<file path="config.mk">
export PLATFORM = sky130hd
export DESIGN_NAME = encoder8x3_queued
export DESIGN_NICKNAME = d
export VERILOG_FILES = /design/src/rtl/encoder8x3_queued.sv
export SDC_FILE = /design/constraint.sdc
export NUM_CORES = 1
export LEC_CHECK = 0
export BUFFER_PORTS_ARGS = -buffer_cell sky130_fd_sc_hd__buf_2
export CAP_MARGIN = 5
export CELL_PAD_IN_SITES_DETAIL_PLACEMENT = 0
export CELL_PAD_IN_SITES_GLOBAL_PLACEMENT = 1
export CORE_MARGIN = 4
export CORE_UTILIZATION = 39
export CTS_BUF_LIST = sky130_fd_sc_hd__clkbuf_2
export CTS_CLUSTER_SIZE = 40
export DETAILED_ROUTE_END_ITERATION = 7
export PLACE_DENSITY = 0.89
export SYNTH_ARGS = -nofsm -noshare
export SYNTH_HDL_FRONTEND = slang
export SYNTH_SLANG_ARGS = --single-unit
export TNS_END_PERCENT = 1
</file>
<file path="constraint.sdc">
create_clock -name clk -period 9.1 [get_ports clk]
set_input_delay 0 -clock clk [delete_from_list [all_inputs] [get_ports clk]]
set_output_delay 0 -clock clk [all_outputs]
set_load 0.03 [all_outputs]
</file>
<file path="src/rtl/encoder8x3_queued.sv">
// encoder8x3_queued: captures one-cycle request pulses on 8 lines into a
// pending register and emits one 3-bit line index per valid/ready transfer.
// Simultaneous requests are serialized in fixed priority order (MSB_FIRST).
module encoder8x3_queued #(
  parameter bit MSB_FIRST = 1'b1,
  parameter int CNT_W     = 8
) (
  input  logic             clk,
  input  logic             rst_n,
  input  logic             enable,
  input  logic [7:0]       req,
  output logic [2:0]       out_code,
  output logic             out_valid,
  input  logic             out_ready,
  output logic [7:0]       pending,
  output logic             busy,
  output logic [CNT_W-1:0] drop_cnt
);

  localparam logic [CNT_W-1:0] CNT_MAX = '1;

  logic [7:0]       pending_reg, pending_next;
  logic [2:0]       out_code_reg;
  logic             out_valid_reg;
  logic [CNT_W-1:0] drop_cnt_reg, drop_cnt_next;

  logic [2:0]       sel_idx;
  logic             load;
  logic [7:0]       clr;
  logic [7:0]       drop_bits;
  logic [3:0]       drop_sum;
  logic [CNT_W+3:0] drop_wide;

  // Highest-priority set bit of the registered pending; later hits overwrite
  // earlier ones, so the scan order puts the top-priority line last.
  always_comb begin
    sel_idx = 3'd0;
    for (int i = 0; i < 8; i++) begin
      if (MSB_FIRST) begin
        if (pending_reg[i]) sel_idx = 3'(i);
      end else begin
        if (pending_reg[7-i]) sel_idx = 3'(7 - i);
      end
    end
  end

  // Output register is free when empty or being accepted this cycle.
  assign load = (!out_valid_reg || out_ready) && (pending_reg != 8'h00);

  // Per-line clear of the granted bit and detection of lost requests.
  // A request on the line being cleared is kept, not dropped.
  generate
    for (genvar gi = 0; gi < 8; gi++) begin : g_line
      assign clr[gi]       = load && (sel_idx == 3'(gi));
      assign drop_bits[gi] = enable && req[gi] && pending_reg[gi] && !clr[gi];
    end
  endgenerate

  // Next pending image: clear granted line, then OR in captured requests.
  always_comb begin
    pending_next = pending_reg & ~clr;
    if (enable) pending_next = pending_next | req;
  end

  // Sum drops across lines and add with saturation at all-ones.
  always_comb begin
    drop_sum = 4'd0;
    for (int i = 0; i < 8; i++) begin
      drop_sum = drop_sum + {3'b000, drop_bits[i]};
    end
    drop_wide = {4'b0000, drop_cnt_reg} + {{CNT_W{1'b0}}, drop_sum};
    if (drop_wide > {4'b0000, CNT_MAX}) drop_cnt_next = CNT_MAX;
    else                                drop_cnt_next = drop_wide[CNT_W-1:0];
  end

  // Pending register and drop counter.
  always_ff @(posedge clk or negedge rst_n) begin
    if (!rst_n) begin
      pending_reg  <= 8'h00;
      drop_cnt_reg <= '0;
    end else begin
      pending_reg  <= pending_next;
      drop_cnt_reg <= drop_cnt_next;
    end
  end

  // Output stage: load a new code, retire an accepted one, or hold on stall.
  always_ff @(posedge clk or negedge rst_n) begin
    if (!rst_n) begin
      out_code_reg  <= 3'b000;
      out_valid_reg <= 1'b0;
    end else if (load) begin
      out_code_reg  <= sel_idx;
      out_valid_reg <= 1'b1;
    end else if (out_valid_reg && out_ready) begin
      out_valid_reg <= 1'b0;
    end
  end

  assign out_code  = out_code_reg;
  assign out_valid = out_valid_reg;
  assign pending   = pending_reg;
  assign drop_cnt  = drop_cnt_reg;
  assign busy      = (pending_reg != 8'h00) || out_valid_reg;

endmodule

</file>
==> out/metrics.yaml, run 1 <==
status:
  outcome: "finished clean"
place:
  portBuffers: 32
  gp_congestion: 0.809
  dpl_cell_area_um2: 1410
  post-place-ws_ps: 4420
  post-dp-hpwl_um: 2100
synth:
  synth.cell_area_um2: 1210
  synth_nets: 146
  yosys-top-cells-count: "20 x dfrtp_1, 18 x nand2_1, 10 x inv_1, 8 x nor2_1, 8 x o21ai_0"
  synthFlopType: "dfrtp_1"
  synthCells: 123
  ys_async_sr_fraction_pct: 100
  synth_most_common_cell: "dfrtp_1"
  ys_types: 40
  synth.yosys.warnings: 0
  synth_edf_count: 0
  yosysTopAreaCell: "dfrtp_1"
  yosys-top-cells-area: "dfrtp_1 41%, fa_1 8.2%, ha_1 6.2%"
  synth_top_area_share_pct: 41.2
  ys_seq_elements: 20
  avgSynthCellArea_um2: 9.88
  synth-seq-area-share_pct: 41.2
cts:
  clk_pin_slew_ps: 200
  root_buffer: "clkbuf_2"
  cts_tree: "done"
  numCtsBuffers: 3
  htree_levels: 1
  clock_path_buffers: 2
  cts_sinks: 20
  post_cts_resized: 0
  insertion_delay_ps: 320
sta:
  clock.fmax_mhz: 214
  finalMaxSlewViolations: 0
  min_period_ps: 4670
  max_slew_margin_pct: 69.2
  worst_slack_ps: 4430
  rsz0062_at_grt: "false"
  period_share_pct: 51.3
  hold_ws_ps: 9.47
  worst_pin_slew_ps: 462
  tns_ps: 0
  fin_skew_ps: 11.8
  finalHoldViolations: 0
  setup_viol: 0
die:
  ios: 33
  core_area_um2: 2880
  start_util_pct: 42.2
  placementRows: 19
  die_h_um: 63.8
  die_area_um2: 4070
  die_x_um: 63.8
critical_path:
  worstSetupPathType: "flip-flop to flip-flop"
  worst_setup_path_start_kind: "flip-flop"
  slowest_delay_ps: 560
  endpoint_kind: "flip-flop"
  crit_chain: "nor4_4 -> nand3_2 -> o31ai_2 -> nor2_1 -> fa_1 -> inv_1 -> fa_1 -> inv_1 -> fa_1 -> fa_1 -> inv_1 -> fa_1 -> nor2b_1 -> o22ai_1 -> nor2_1 -> mux2_2"
  cp_common_cell: "fa_1"
  cpMaxStageDelayCell: "fa_1"
  reg2reg_slack_ps: 4430
  worst-path-max-fanout: 9
  arrival_ps: 4910
  required_ps: 9350
detailed_routing:
  viasPerCell: 5.05
  drt_pass1_iterations: 4
  ant_nets: 0
  wl_um: 2730
  via_count: 1085
  first_iter_violations: 46
  drc_errors: 0
  detail_route.wl_per_cell_um: 12.7
power:
  power_density_nw_per_um2: 239
  p_leak_nw: 0.709
  vdd_drop_max_mv: 0.144
grt:
  overflow: 0
  grt_pass1_vias: 1153
  grt_max_degree: 21
  globalRouteTotalUtil_pct: 15.0
  antenna_found_initial: 0
  grt_first_pass_wirelength_um: 4960
cells_and_area:
  syn2layout_area_growth_pct: 31.0
  drive_gt1_share_pct: 26.6
  diodes: 0
  final_area_um2: 1590
  fin_nets: 197
job:
  maxCapViolations: 0
hold_path:
  hold_class: "input port to flip-flop"
per-layer routing:
metal  global-route usage (%)  up-vias  part of all wire, %
li1                         -      532                    -
met1                     18.9      512                   44
met2                     24.9       34                   49
met3                     3.33        7                  5.5
met4                     6.20        0                  1.9
met5                        0        -                    0
power breakdown:
part | internal (mW) | switching [mW]
Clock | 0.00955 | 0.0285
Sequential | 0.112 | 0.0239
Combinational | 0.0796 | 0.126
Total | 0.201 | 0.178
through the flow:
step,utilization [%],instances,power (mW)
floorplan,-,123,0.284
global placement,49.1,195,0.333
detailed placement,49.1,195,0.339
CTS,55.3,215,0.385
global route,55.3,215,0.418
finish,55.3,215,0.380
critical path, delay by kind of cell, from the launching register on:
family,cells,cell delay (ps)
compound gates,2,380
fa+ha+maj,5,2200
buf+inv,3,170
flops,1,530
mux,1,330
simple gates,5,960
cells in the final DEF (no fill, tap or decap), types with 3 or more instances in the layout:
cell type | netlist | routed
buf_2 | 0 | 32
dfrtp_1 | 20 | 20
nand2_1 | 18 | 18
dlygate4sd3_1 | 0 | 16
inv_1 | 10 | 10
o21ai_0 | 8 | 8
nor2_1 | 8 | 8
ha_1 | 6 | 6
a21oi_1 | 5 | 5
fa_1 | 5 | 5
nor3_1 | 4 | 4
nor2b_1 | 3 | 3
mux2_2 | 3 | 3
clkbuf_2 | 0 | 3
worst paths after layout:
kind	cells past startpoint	startpoint	endpoint
setup / recovery	16	pending[5]$_DFF_PN0_	drop_cnt[6]$_DFF_PN0_
hold / removal	3	enable	pending[7]$_DFF_PN0_
setup reg to reg	16	pending[5]$_DFF_PN0_	drop_cnt[6]$_DFF_PN0_
hold reg to reg	2	out_code[2]$_DFFE_PN0P_	out_code[2]$_DFFE_PN0P_
max in group asynchronous	2	rst_n	drop_cnt[3]$_DFF_PN0_
min in group asynchronous	2	rst_n	out_code[2]$_DFFE_PN0P_
kinds of logic after synthesis:
family,Yosys count,share of synthesized area (%)
muxes,3,2.78
buffers and inverters,12,4.33
DFF,20,41.2
adders and majority gates,11,14.4
AOI/OAI and AO/OA,30,16.5
and+or+nand+nor,47,20.8
area by class of cell:
type | instances | area [um^2]
multi-input combinational | 91 | 662
fill | 280 | 1280
tap | 42 | 52.6
sequential | 20 | 500
clock inverter | 1 | 3.75
inverter | 10 | 37.5
clock buffer | 3 | 15.0
timing repair buffer | 48 | 320
timing repair:
item | 4_1_cts | 5_1_grt
buffers inserted | 0 | 0
hold endpoints to repair | 28 | 0
hold buffers | 16 | 0
(Power assumes the default switching activity.)
==> inputs of run 2 (changes only) <==
clock period = 4.3 ns   (was 9.1 ns; I/O delays follow)
==> out/metrics.yaml, run 2 (synthesis gave the netlist of run 1 again) <==
critical_path:
  endpoint_kind: "flip-flop"  # unchanged
  required_ps: 4530  # was 9350 ps
  rr_worst_depth: 16  # unchanged
  worst_setup_path_start_kind: "flip-flop"  # unchanged
  arrival_ps: 4560  # was 4910 ps
  worstSetupPathType: "flip-flop to flip-flop"  # unchanged
  worst-path-max-fanout: 4  # was 9
die:
  die_area_um2: 4070  # unchanged
  placementRows: 19  # unchanged
  core_area_um2: 2880  # unchanged
  start_util_pct: 42.2  # unchanged
  ios: 33  # unchanged
  die_h_um: 63.8  # unchanged
  die_x_um: 63.8  # unchanged
power:
  p_sw_uw: 401  # was 178 uW
  combPwrFrac_pct: 52.8  # was 54.1%
  p_clk_share_pct: 16.0  # was 10.0%
  power_density_nw_per_um2: 532  # was 239 nW/um^2
  vdd_drop_max_mv: 0.459  # was 0.144 mV
  netSwitchingFraction_pct: 43.9  # was 47.0%
  intPower_uw: 514  # was 201 uW
  p_leak_nw: 0.765  # was 0.709 nW
  power_frac_seq_pct: 31.2  # was 35.8%
  total_power_uw: 915  # was 380 uW
place:
  gp_congestion: 0.821  # was 0.809
  portBuffers: 32  # unchanged
  dpl_cell_area_um2: 1480  # was 1410 um^2
  post-dp-hpwl_um: 2260  # was 2100 um
  post-place-ws_ps: -54.1  # was 4420 ps
cells_and_area:
  multiInputGateArea_um2: 696  # was 662 um^2
  mostFrequentLayoutCells: "32 x buf_2, 18 x nand2_1, 17 x dlygate4sd3_1, 16 x dfrtp_1, 10 x inv_1"  # was 32 x buf_2, 20 x dfrtp_1, 18 x nand2_1, 16 x dlygate4sd3_1, 10 x inv_1
  seq_area_um2: 505  # was 500 um^2
  syn2layout_area_growth_pct: 41.5  # was 31.0%
  fillCellCount: 251  # was 280
  drive_gt1_share_pct: 35.4  # was 26.6%
  final_area_um2: 1720  # was 1590 um^2
  fin_nets: 205  # was 197
  diodes: 0  # unchanged
  final_common_cell: "buf_2"  # unchanged
  fin_util_pct: 59.8  # was 55.3%
sta:
  max_slew_margin_pct: 69.0  # was 69.2%
  worst_slack_ps: -33.1  # was 4430 ps
  setup_viol: 2  # was 0
  min_period_ps: 4330  # was 4670 ps
  hold_ws_ps: 12.8  # was 9.47 ps
  fin_skew_ps: 39.0  # was 11.8 ps
  finalHoldViolations: 0  # unchanged
  period_share_pct: 101  # was 51.3%
  worst_pin_slew_ps: 465  # was 462 ps
  clock.fmax_mhz: 231  # was 214 MHz
  rsz0062_at_grt: "true"  # was false
  finalMaxSlewViolations: 0  # unchanged
cts:
  clk_pin_slew_ps: 250  # was 200 ps
  cts_sinks: 20  # unchanged
  clock_path_buffers: 2  # unchanged
  numCtsBuffers: 3  # unchanged
  insertion_delay_ps: 350  # was 320 ps
  cts_tree: "done"  # unchanged
  htree_levels: 1  # unchanged
  root_buffer: "clkbuf_2"  # unchanged
detailed_routing:
  ant_nets: 0  # unchanged
  wl_um: 3130  # was 2730 um
  drt_pass1_iterations: 4  # unchanged
  drc_errors: 0  # unchanged
  detail_route.wl_per_cell_um: 14.0  # was 12.7 um
  first_iter_violations: 33  # was 46
  via_count: 1158  # was 1085
  viasPerCell: 5.19  # was 5.05
job:
  maxCapViolations: 0  # unchanged
status:
  outcome: "finished, violations left"  # was finished clean
  violations: "negative setup slack"
grt:
  globalRouteTotalUtil_pct: 16.5  # was 15.0%
  antenna_found_initial: 0  # unchanged
  grt_pass1_vias: 1311  # was 1153
  overflow: 0  # unchanged
  grt_first_pass_wirelength_um: 5500  # was 4960 um
  grt_max_degree: 21  # unchanged
hold_path:
  whs_path_depth: 3  # unchanged
  hold_class: "input port to flip-flop"  # unchanged
==> run 2: cell types whose count changed in the layout (fill, tap and decap cells not counted), sizes merged <==
cell	previous run	this run
buf	32	39
bufinv	0	1
dlygate4sd3	16	17
clkinv	1	0
==> run 2: power by group through the flow <==
stage	registers (mW)	logic [mW]	clock network [mW]
final	0.285	0.483	0.147
after global routing	0.292	0.537	0.158
after CTS	0.285	0.485	0.149
after detailed placement	0.287	0.464	0
after global placement	0.285	0.444	0
after floorplan	0.379	0.231	0
==> run 2: timing repair <==
action,4_1_cts,5_1_grt
pin swaps,3,1
buffers inserted,0,0
gates resized for setup,1,3
hold buffers,17,0
hold endpoints to repair,29,0
endpoints found under the setup margin,2,8
==> run 2: worst paths after layout <==
check	end	slack (ps)	from
min	pending[2]$_DFF_PN0_	10	enable
min in group asynchronous	pending[2]$_DFF_PN0_	90	rst_n
max in group asynchronous	pending[6]$_DFF_PN0_	3810	rst_n
max	drop_cnt[6]$_DFF_PN0_	-30	pending[4]$_DFF_PN0_
min reg2reg	out_code[2]$_DFFE_PN0P_	550	out_code[2]$_DFFE_PN0P_
max reg2reg	drop_cnt[6]$_DFF_PN0_	-30	pending[4]$_DFF_PN0_
==> run 2: area by class of cell <==
type | instances | share of cell area [%]
Timing Repair Buffer | 56 | 22.3
Inverter | 10 | 2.18
Clock inverter | 1 | 1.75
Clock buffer | 3 | 0.873
Sequential cell | 20 | 29.4
Multi-Input combinational cell | 91 | 40.5
Tap cell | 42 | 3.06
==> run 2: worst max-delay path: stages, from the launching register on <==
cell and delay (ps):
dfrtp_2 480, nor4_4 320, buf_4 170, and2_2 170, a21oi_1 100, fa_1 500
inv_1 60, fa_1 530, inv_1 50, fa_1 490, fa_2 220, inv_1 60
fa_2 360, nor2b_4 150, o22ai_2 110, nor2_1 110, mux2_2 330
==> run 2: through the flow <==
step           setup TNS (ps)  std cells
2_1_floorplan               0        123
3_5_place_dp            -54.1        202
5_1_grt                 -1010        223
6_report                -55.8        223
3_3_place_gp                0        202
4_1_cts                 -40.0        223
==> run 2: metal layers <==
layer	vias to the layer above	track usage, %	routed length (um)
li1	551	-	-
met1	558	19.6	1350
met2	45	28.9	1540
met3	4	5.25	202
met4	0	4.04	28
met5	-	0	0
